File: src/rtl/thinpad_pkg.sv
`default_nettype none
// ============================================================================
// thinpad_pkg : shared forwarding-select codes and SRAM access FSM states
// Revision    : 1.0
// ============================================================================
package thinpad_pkg;

  localparam logic [1:0] FWD_REG = 2'b00;
  localparam logic [1:0] FWD_MEM = 2'b01;
  localparam logic [1:0] FWD_WB  = 2'b10;

  typedef enum logic [2:0] {
    IDLE     = 3'd0,
    READ     = 3'd1,
    WR_SETUP = 3'd2,
    WR_PULSE = 3'd3,
    WR_HOLD  = 3'd4
  } sram_state_e;

endpackage
`default_nettype wire

File: src/rtl/mem_wb_stage_if.sv
`default_nettype none
// ============================================================================
// mem_wb_stage_if : EX-side inputs, forwarding/stall outputs and SRAM bus
// Revision        : 1.0
// ============================================================================
interface mem_wb_stage_if #(
  parameter int ADDR_W = 18,
  parameter int REG_W  = 4
);
  logic [15:0]       ALURes;
  logic [15:0]       WData;
  logic              MemRead;
  logic              MemWrite;
  logic              RegWrite;
  logic [REG_W-1:0]  WReg;
  logic [REG_W-1:0]  ExRs;
  logic [REG_W-1:0]  ExRt;
  logic              ExUsesRs;
  logic              ExUsesRtAlu;
  logic              ExStoresRt;
  logic [15:0]       ALUBack;
  logic [15:0]       WriteBackData;
  logic              WbRegWrite;
  logic [REG_W-1:0]  WbReg;
  logic [1:0]        ForwardingA;
  logic [1:0]        ForwardingB;
  logic [1:0]        Forward;
  logic              Stall;
  logic [ADDR_W-1:0] RamAddr;
  logic [15:0]       RamDataOut;
  logic              RamDataOE;
  logic [15:0]       RamDataIn;
  logic              RamCE_n;
  logic              RamOE_n;
  logic              RamWE_n;

  modport master (
    output ALURes, WData, MemRead, MemWrite, RegWrite, WReg, ExRs, ExRt,
           ExUsesRs, ExUsesRtAlu, ExStoresRt, RamDataIn,
    input  ALUBack, WriteBackData, WbRegWrite, WbReg, ForwardingA, ForwardingB,
           Forward, Stall, RamAddr, RamDataOut, RamDataOE, RamCE_n, RamOE_n, RamWE_n
  );

  modport slave (
    input  ALURes, WData, MemRead, MemWrite, RegWrite, WReg, ExRs, ExRt,
           ExUsesRs, ExUsesRtAlu, ExStoresRt, RamDataIn,
    output ALUBack, WriteBackData, WbRegWrite, WbReg, ForwardingA, ForwardingB,
           Forward, Stall, RamAddr, RamDataOut, RamDataOE, RamCE_n, RamOE_n, RamWE_n
  );
endinterface
`default_nettype wire

File: src/rtl/sram_access_fsm.sv
`default_nettype none
// ============================================================================
// sram_access_fsm : async SRAM wait-state sequencer with done/busy status
// Revision        : 1.0
// ============================================================================
module sram_access_fsm
  import thinpad_pkg::*;
#(
  parameter int WAIT_CYCLES = 1
) (
  input  logic clk,
  input  logic rst,
  input  logic advance,
  input  logic new_read,
  input  logic new_write,
  output logic done,
  output logic busy,
  output logic ram_ce_n,
  output logic ram_oe_n,
  output logic ram_we_n,
  output logic ram_data_oe
);

  localparam int               CNT_W    = (WAIT_CYCLES > 1) ? $clog2(WAIT_CYCLES) : 1;
  localparam logic [CNT_W-1:0] CNT_INIT = CNT_W'(WAIT_CYCLES - 1);

  sram_state_e      state_q, state_d;
  logic [CNT_W-1:0] cnt_q, cnt_d;

  always_ff @(posedge clk) begin
    if (rst) begin
      state_q <= IDLE;
      cnt_q   <= '0;
    end else begin
      state_q <= state_d;
      cnt_q   <= cnt_d;
    end
  end

  // A new EX/MEM capture always overrides the current sequence; it only
  // happens once the current entry is done.
  always_comb begin
    state_d = state_q;
    cnt_d   = cnt_q;
    case (state_q)
      IDLE:     state_d = IDLE;
      READ:     if (cnt_q == '0) state_d = IDLE; else cnt_d = cnt_q - 1'b1;
      WR_SETUP: begin
        state_d = WR_PULSE;
        cnt_d   = CNT_INIT;
      end
      WR_PULSE: if (cnt_q == '0) state_d = WR_HOLD; else cnt_d = cnt_q - 1'b1;
      WR_HOLD:  state_d = IDLE;
      default:  state_d = IDLE;
    endcase
    if (advance) begin
      cnt_d = CNT_INIT;
      if (new_read)       state_d = READ;
      else if (new_write) state_d = WR_SETUP;
      else                state_d = IDLE;
    end
  end

  always_comb begin
    done        = 1'b0;
    busy        = 1'b0;
    ram_ce_n    = 1'b1;
    ram_oe_n    = 1'b1;
    ram_we_n    = 1'b1;
    ram_data_oe = 1'b0;
    case (state_q)
      IDLE: done = 1'b1;
      READ: begin
        ram_ce_n = 1'b0;
        ram_oe_n = 1'b0;
        done     = (cnt_q == '0);
        busy     = (cnt_q != '0);
      end
      WR_SETUP: begin
        ram_ce_n    = 1'b0;
        ram_data_oe = 1'b1;
        busy        = 1'b1;
      end
      WR_PULSE: begin
        ram_ce_n    = 1'b0;
        ram_we_n    = 1'b0;
        ram_data_oe = 1'b1;
        busy        = 1'b1;
      end
      WR_HOLD: begin
        ram_ce_n    = 1'b0;
        ram_data_oe = 1'b1;
        done        = 1'b1;
      end
      default: done = 1'b1;
    endcase
  end

endmodule
`default_nettype wire

File: src/rtl/mem_wb_stage.sv
`default_nettype none
// ============================================================================
// mem_wb_stage : EX/MEM + MEM/WB registers, SRAM access, forwarding and stall
// Revision     : 1.0
// ============================================================================
module mem_wb_stage
  import thinpad_pkg::*;
#(
  parameter int ADDR_W      = 18,
  parameter int REG_W       = 4,
  parameter int WAIT_CYCLES = 1,
  parameter int ZERO_REG_EN = 0
) (
  input  logic          clk,
  input  logic          rst,
  mem_wb_stage_if.slave bus
);

  logic [15:0]      alu_q, alu_d, wdata_q, wdata_d;
  logic             mem_read_q, mem_read_d, mem_write_q, mem_write_d;
  logic             reg_write_q, reg_write_d;
  logic [REG_W-1:0] wreg_q, wreg_d;
  logic [15:0]      wb_data_q, wb_data_d;
  logic             wb_we_q, wb_we_d;
  logic [REG_W-1:0] wb_reg_q, wb_reg_d;

  logic acc_done, acc_busy, advance, stall, load_use;
  logic mem_hit_a, mem_hit_b, mem_hit_f, wb_hit_a, wb_hit_b, wb_hit_f;

  function automatic logic reg_ok(input logic [REG_W-1:0] r);
    return (ZERO_REG_EN == 0) || (r != '0);
  endfunction

  function automatic logic [1:0] fwd_sel(input logic mem_hit, input logic wb_hit,
                                         input logic is_load);
    if (mem_hit && !is_load) return FWD_MEM;
    if (wb_hit)              return FWD_WB;
    return FWD_REG;
  endfunction

  always_comb begin
    mem_hit_a = reg_write_q && (wreg_q == bus.ExRs) && bus.ExUsesRs    && reg_ok(bus.ExRs);
    mem_hit_b = reg_write_q && (wreg_q == bus.ExRt) && bus.ExUsesRtAlu && reg_ok(bus.ExRt);
    mem_hit_f = reg_write_q && (wreg_q == bus.ExRt) && bus.ExStoresRt  && reg_ok(bus.ExRt);
    wb_hit_a  = wb_we_q && (wb_reg_q == bus.ExRs) && bus.ExUsesRs    && reg_ok(bus.ExRs);
    wb_hit_b  = wb_we_q && (wb_reg_q == bus.ExRt) && bus.ExUsesRtAlu && reg_ok(bus.ExRt);
    wb_hit_f  = wb_we_q && (wb_reg_q == bus.ExRt) && bus.ExStoresRt  && reg_ok(bus.ExRt);
  end

  assign load_use = mem_read_q && (mem_hit_a || mem_hit_b || mem_hit_f);
  assign stall    = acc_busy || load_use;
  assign advance  = !stall;

  sram_access_fsm #(
    .WAIT_CYCLES (WAIT_CYCLES)
  ) u_fsm (
    .clk         (clk),
    .rst         (rst),
    .advance     (advance),
    .new_read    (bus.MemRead),
    .new_write   (bus.MemWrite),
    .done        (acc_done),
    .busy        (acc_busy),
    .ram_ce_n    (bus.RamCE_n),
    .ram_oe_n    (bus.RamOE_n),
    .ram_we_n    (bus.RamWE_n),
    .ram_data_oe (bus.RamDataOE)
  );

  // Stalled-but-done only arises from load-use: the finished load leaves
  // EX/MEM as a bubble so its data is forwarded from MEM/WB next cycle.
  always_comb begin
    alu_d       = alu_q;
    wdata_d     = wdata_q;
    mem_read_d  = mem_read_q;
    mem_write_d = mem_write_q;
    reg_write_d = reg_write_q;
    wreg_d      = wreg_q;
    if (advance) begin
      alu_d       = bus.ALURes;
      wdata_d     = bus.WData;
      mem_read_d  = bus.MemRead;
      mem_write_d = bus.MemWrite && !bus.MemRead;
      reg_write_d = bus.RegWrite;
      wreg_d      = bus.WReg;
    end else if (acc_done) begin
      mem_read_d  = 1'b0;
      mem_write_d = 1'b0;
      reg_write_d = 1'b0;
    end

    wb_data_d = wb_data_q;
    wb_reg_d  = wb_reg_q;
    wb_we_d   = 1'b0;
    if (acc_done) begin
      wb_data_d = mem_read_q ? bus.RamDataIn : alu_q;
      wb_we_d   = reg_write_q;
      wb_reg_d  = wreg_q;
    end
  end

  always_ff @(posedge clk) begin
    if (rst) begin
      alu_q       <= '0;
      wdata_q     <= '0;
      mem_read_q  <= 1'b0;
      mem_write_q <= 1'b0;
      reg_write_q <= 1'b0;
      wreg_q      <= '0;
      wb_data_q   <= '0;
      wb_we_q     <= 1'b0;
      wb_reg_q    <= '0;
    end else begin
      alu_q       <= alu_d;
      wdata_q     <= wdata_d;
      mem_read_q  <= mem_read_d;
      mem_write_q <= mem_write_d;
      reg_write_q <= reg_write_d;
      wreg_q      <= wreg_d;
      wb_data_q   <= wb_data_d;
      wb_we_q     <= wb_we_d;
      wb_reg_q    <= wb_reg_d;
    end
  end

  assign bus.ALUBack       = alu_q;
  assign bus.WriteBackData = wb_data_q;
  assign bus.WbRegWrite    = wb_we_q;
  assign bus.WbReg         = wb_reg_q;
  assign bus.ForwardingA   = fwd_sel(mem_hit_a, wb_hit_a, mem_read_q);
  assign bus.ForwardingB   = fwd_sel(mem_hit_b, wb_hit_b, mem_read_q);
  assign bus.Forward       = fwd_sel(mem_hit_f, wb_hit_f, mem_read_q);
  assign bus.Stall         = stall;
  assign bus.RamAddr       = ADDR_W'(alu_q);
  assign bus.RamDataOut    = wdata_q;

endmodule
`default_nettype wire

File: src/flat_wrapper.sv
// flat-port wrapper written by rule: the top's interface ports become plain ports
module mem_wb_stage_flat import thinpad_pkg::*;
#(
  parameter int ADDR_W      = 18,
  parameter int REG_W       = 4,
  parameter int WAIT_CYCLES = 1,
  parameter int ZERO_REG_EN = 0
)
  (clk, rst, bus_ALURes, bus_WData, bus_MemRead, bus_MemWrite, bus_RegWrite, bus_WReg, bus_ExRs, bus_ExRt, bus_ExUsesRs, bus_ExUsesRtAlu, bus_ExStoresRt, bus_RamDataIn, bus_ALUBack, bus_WriteBackData, bus_WbRegWrite, bus_WbReg, bus_ForwardingA, bus_ForwardingB, bus_Forward, bus_Stall, bus_RamAddr, bus_RamDataOut, bus_RamDataOE, bus_RamCE_n, bus_RamOE_n, bus_RamWE_n);
  mem_wb_stage_if #(.ADDR_W(ADDR_W), .REG_W(REG_W)) bus_i ();
  input  logic clk;
  input  logic rst;
  input wire logic [$bits(bus_i.ALURes)-1:0] bus_ALURes;
  input wire logic [$bits(bus_i.WData)-1:0] bus_WData;
  input wire logic [$bits(bus_i.MemRead)-1:0] bus_MemRead;
  input wire logic [$bits(bus_i.MemWrite)-1:0] bus_MemWrite;
  input wire logic [$bits(bus_i.RegWrite)-1:0] bus_RegWrite;
  input wire logic [$bits(bus_i.WReg)-1:0] bus_WReg;
  input wire logic [$bits(bus_i.ExRs)-1:0] bus_ExRs;
  input wire logic [$bits(bus_i.ExRt)-1:0] bus_ExRt;
  input wire logic [$bits(bus_i.ExUsesRs)-1:0] bus_ExUsesRs;
  input wire logic [$bits(bus_i.ExUsesRtAlu)-1:0] bus_ExUsesRtAlu;
  input wire logic [$bits(bus_i.ExStoresRt)-1:0] bus_ExStoresRt;
  input wire logic [$bits(bus_i.RamDataIn)-1:0] bus_RamDataIn;
  output wire logic [$bits(bus_i.ALUBack)-1:0] bus_ALUBack;
  output wire logic [$bits(bus_i.WriteBackData)-1:0] bus_WriteBackData;
  output wire logic [$bits(bus_i.WbRegWrite)-1:0] bus_WbRegWrite;
  output wire logic [$bits(bus_i.WbReg)-1:0] bus_WbReg;
  output wire logic [$bits(bus_i.ForwardingA)-1:0] bus_ForwardingA;
  output wire logic [$bits(bus_i.ForwardingB)-1:0] bus_ForwardingB;
  output wire logic [$bits(bus_i.Forward)-1:0] bus_Forward;
  output wire logic [$bits(bus_i.Stall)-1:0] bus_Stall;
  output wire logic [$bits(bus_i.RamAddr)-1:0] bus_RamAddr;
  output wire logic [$bits(bus_i.RamDataOut)-1:0] bus_RamDataOut;
  output wire logic [$bits(bus_i.RamDataOE)-1:0] bus_RamDataOE;
  output wire logic [$bits(bus_i.RamCE_n)-1:0] bus_RamCE_n;
  output wire logic [$bits(bus_i.RamOE_n)-1:0] bus_RamOE_n;
  output wire logic [$bits(bus_i.RamWE_n)-1:0] bus_RamWE_n;
  assign bus_i.ALURes = bus_ALURes;
  assign bus_i.WData = bus_WData;
  assign bus_i.MemRead = bus_MemRead;
  assign bus_i.MemWrite = bus_MemWrite;
  assign bus_i.RegWrite = bus_RegWrite;
  assign bus_i.WReg = bus_WReg;
  assign bus_i.ExRs = bus_ExRs;
  assign bus_i.ExRt = bus_ExRt;
  assign bus_i.ExUsesRs = bus_ExUsesRs;
  assign bus_i.ExUsesRtAlu = bus_ExUsesRtAlu;
  assign bus_i.ExStoresRt = bus_ExStoresRt;
  assign bus_i.RamDataIn = bus_RamDataIn;
  assign bus_ALUBack = bus_i.ALUBack;
  assign bus_WriteBackData = bus_i.WriteBackData;
  assign bus_WbRegWrite = bus_i.WbRegWrite;
  assign bus_WbReg = bus_i.WbReg;
  assign bus_ForwardingA = bus_i.ForwardingA;
  assign bus_ForwardingB = bus_i.ForwardingB;
  assign bus_Forward = bus_i.Forward;
  assign bus_Stall = bus_i.Stall;
  assign bus_RamAddr = bus_i.RamAddr;
  assign bus_RamDataOut = bus_i.RamDataOut;
  assign bus_RamDataOE = bus_i.RamDataOE;
  assign bus_RamCE_n = bus_i.RamCE_n;
  assign bus_RamOE_n = bus_i.RamOE_n;
  assign bus_RamWE_n = bus_i.RamWE_n;
  mem_wb_stage #(.ADDR_W(ADDR_W), .REG_W(REG_W), .WAIT_CYCLES(WAIT_CYCLES), .ZERO_REG_EN(ZERO_REG_EN)) u_core (.clk(clk), .rst(rst), .bus(bus_i));
endmodule
File: config.mk
export PLATFORM = sky130hd
export DESIGN_NAME = mem_wb_stage_flat
export DESIGN_NICKNAME = d
export VERILOG_FILES = /design/src/rtl/thinpad_pkg.sv /design/src/rtl/mem_wb_stage_if.sv /design/src/rtl/sram_access_fsm.sv /design/src/rtl/mem_wb_stage.sv /design/src/flat_wrapper.sv
export SDC_FILE = /design/constraint.sdc
export NUM_CORES = 1
export LEC_CHECK = 0
export ABC_AREA = 1
export CAP_MARGIN = 15
export CORE_UTILIZATION = 45
export CTS_CLUSTER_DIAMETER = 60
export DETAILED_ROUTE_END_ITERATION = 8
export PLACE_DENSITY = 0.86
export REMOVE_ABC_BUFFERS = 1
export SLEW_MARGIN = 20
export SYNTH_ARGS = -nofsm -noshare
export SYNTH_HDL_FRONTEND = slang
export SYNTH_SLANG_ARGS = --single-unit
File: constraint.sdc
create_clock -name clk -period 3.3 [get_ports clk]
set_input_delay 0.66 -clock clk [delete_from_list [all_inputs] [get_ports clk]]
set_output_delay 0.66 -clock clk [all_outputs]
set_load 0.005 [all_outputs]
==> flow_metrics.py <==
metrics = {
    "die": {
        "die_area_um2": 7470,
        "chipHeight_um": 86.5,
        "core-area_um2": 6830,
        "io_pins": 150,
        "rows": 30,
        "fp.dieW_um": 86.5,
        "initial_core_util_pct": 47.0,
    },
    "global_route": {
        "top_usage_layer": "met2",
        "grt_usage_pct": 23.0,
        "antenna_found_initial": 0,
        "grt_pass1_wl_um": 13500,
        "grt_pass1_vias": 2977,
        "overflow": 0,
        "grt_util_met3_pct": 6.38,
        "grtUsageMet1_pct": 26.5,
        "met2_usage_pct": 39.8,
        "grt_max_degree": 109,
    },
    "worst_setup_path": {
        "critPathLaunchType": "input port",
        "slowest_delay_ps": 510,
        "reg2reg_depth": 9,
        "crit_buf_inv": 3,
        "required_ps": 2640,
        "r2r_start": "u_core.wreg_q[2]",
        "critPathSlowestCell": "clkdlybuf4s50_1",
        "worstReg2RegEnd": "u_core.mem_read_q",
        "cp_cell_sequence": "clkdlybuf4s50_1 -> inv_1 -> nand2_1 -> o21ai_0 -> nor2_1 -> nand3_1 -> nand3_1 -> nand2_2 -> nand2_1 -> clkdlybuf4s50_1",
        "worst-path-max-fanout": 3,
        "critPathArrivalTime_ps": 2390,
        "crit_family": "buffers and inverters",
        "regToRegSetupSlack_ps": 1120,
        "path_class": "in -> out",
        "end_kind": "primary output",
    },
    "route": {
        "wl_um": 8670,
        "ant_nets": 0,
        "firstDrtPassIters": 4,
        "avgViaCountPerCell": 4.92,
        "route.detailed.drc": 0,
        "wire_per_inst_um": 12.7,
        "vias": 3367,
        "drt_iter0_markers": 194,
    },
    "job": {
        "max_cap_violations": 0,
    },
    "place": {
        "hpwl_um": 6060,
        "portBuffers": 147,
        "placed_cell_area_um2": 4540,
        "gp_congestion": 1.01,
        "place_ws_ps": 274,
    },
    "sta": {
        "finClkSkew_ps": 7.97,
        "drv_slew": 0,
        "rsz0062_at_grt": "false",
        "min_period_ps": 3050,
        "hold_violations": 0,
        "clock.fmax_ghz": 0.328,
        "setup_viol": 0,
        "slew_headroom_pct": 44.3,
        "max_slew.worst_pin.slew_ps": 836,
        "setup_slack_ps": 250,
        "fin_worst_hold_slack_ps": 469,
        "finalCritPeriodShare_pct": 92.4,
    },
    "synth": {
        "synth.avg_cell_area_um2": 6.90,
        "synthTopCellsByCount": "nand2_1 (102), dfxtp_1 (62), inv_1 (57), nor2_1 (52), a21oi_1 (47)",
        "ys_ff_latch": 62,
        "yosys.area.top_type": "dfxtp_1",
        "yosysSeqAreaShare_pct": 38.7,
        "synth_edf_count": 0,
        "yosys-top-cells-area": "dfxtp_1 (39%), nand2_1 (12%), a21oi_1 (7.3%), inv_1 (6.7%), nand3_2 (6.2%)",
        "synth_ff_type": "dfxtp_1",
        "synth.cell_area_um2": 3210,
        "yosysWarnings": 0,
        "synth.top_cell.area_share_pct": 38.7,
        "synthCells": 465,
        "async_flop_share_pct": 0,
        "synth.most_common_cell": "nand2_1",
        "synth_cell_types": 25,
    },
    "pwr": {
        "p_leak_nw": 2.20,
        "p_switching_mw": 0.508,
        "p_seq_share_pct": 45.9,
        "power_frac_comb_pct": 24.6,
        "intPower_mw": 1.38,
        "peakVddDrop_mv": 0.259,
        "p_clk_share_pct": 29.5,
        "switching_share_pct": 26.9,
        "power_density_nw_per_um2": 400,
        "p_total_mw": 1.89,
    },
    "clock_tree": {
        "cts_max_level": 3,
        "cts_num_sinks": 62,
        "cts_buffers": 9,
        "ctsResizeCount": 0,
        "insertion_delay_ps": 330,
        "clkTransAtPathRegs_ps": 60,
        "cts_root_buffer": "clkbuf_8",
        "cts_tree": "done",
        "hold_buffers": 0,
        "post_cts_buffers": 0,
        "clk_path_buf_depth": 2,
    },
    "min_path": {
        "hold_path_depth": 2,
        "min_to": "u_core.bus.WriteBackData[2]",
        "min_from": "u_core.bus.WriteBackData[2]",
        "hold_path_class": "reg -> reg",
    },
    "finish": {
        "antenna_cells": 0,
        "design_area_um2": 4730,
        "syn_to_final_growth_pct": 47.3,
        "multiInputGateArea_um2": 1440,
        "fill_cells": 601,
        "seq_area_um2": 1240,
        "drive_gt1_share_pct": 7.82,
        "nNetsFinal": 651,
    },
    "status": {
        "outcome": "complete, no violations",
    },
}
## flip-flops by register name, summed over array words and instances (netlist names)
signal / count
u_core.bus.ALUBack: 16
u_core.bus.RamDataOut: 16
u_core.bus.WriteBackData: 16
u_core.bus.WbReg: 4
u_core.wreg_q: 4
u_core.u_fsm.state_q: 3
u_core.bus.WbRegWrite: 1
u_core.mem_read_q: 1
u_core.reg_write_q: 1
## metal layers
metal / up-vias / wire (um)
met5: - / 0
met1: 1529 / 3520
met4: 0 / 153
met3: 18 / 673
met2: 133 / 4330
li1: 1687 / -
## worst min-delay path: cells and delay by family (launching register included)
kind / cells / cell delay [ps]
compound gates: 1 / 50
flops: 1 / 310
simple gates: 1 / 60
## power by group through the flow
stage / registers, mW / logic (mW) / clock network (mW)
after CTS: 0.866 / 0.465 / 0.571
after detailed placement: 0.882 / 0.463 / 0
after floorplan: 0.882 / 0.177 / 0
after global routing: 0.875 / 0.511 / 0.605
after global placement: 0.879 / 0.451 / 0
final: 0.867 / 0.466 / 0.557
## worst max-delay path by stage
stage,start,cells past startpoint,slack [ps],end
2_1_floorplan,bus_ExRs[0],8,-50,bus_Stall
3_3_place_gp,bus_ExRt[2],10,320,bus_Stall
3_5_place_dp,bus_ExRs[0],10,270,bus_Stall
4_1_cts,bus_ExRt[3],10,260,bus_Stall
5_1_grt,bus_ExRt[3],10,50,bus_Stall
6_report,bus_ExRs[0],10,250,bus_Stall
## final cells by class
cell class / count / share of cell area [%]
repair buffers: 153 / 32.4
multi-input cells: 296 / 30.6
flip-flops and latches: 62 / 26.3
inverters: 61 / 4.87
clock buffers: 15 / 3.31
well taps: 96 / 2.54
clock inverters: 1 / 0.106
## cells by family (layout without fill, tap and decap cells)
| family | after synthesis | count (layout) | synth area share [%] |
|---|---|---|---|
| buffers and inverters | 108 | 230 | 16.5 |
| flip-flops | 62 | 62 | 38.7 |
| AND/OR/NAND/NOR | 207 | 207 | 29.9 |
| AO/OA/AOI/OAI | 83 | 83 | 13.6 |
| other | 1 | 2 | 0.117 |
| XOR/XNOR | 4 | 4 | 1.09 |
## metrics by stage
stage / cells / TNS [ps] / utilization, %
detailed placement: 667 / 0 / 66.5
finish: 684 / 0 / 69.2
global placement: 667 / 0 / 66.5
global route: 684 / 0 / 69.2
CTS: 683 / 0 / 68.9
floorplan: 419 / -93.2 / -
## cell usage in the layout, fill, tap and decap left out, drive strengths merged
master / instances
clkdlybuf4s50: 147
nand2: 102
dfxtp: 62
inv: 60
nor2: 54
a21oi: 47
nand3: 43
o21ai: 20
clkbuf: 15
a31oi: 13
buf: 6
xor2: 4
nand4: 3
clkinv: 2
o22ai: 2
nand3b: 2
conb: 2
nor3: 2
o2111ai: 1
nor4: 1
Power figures use the tool's default switching activity.
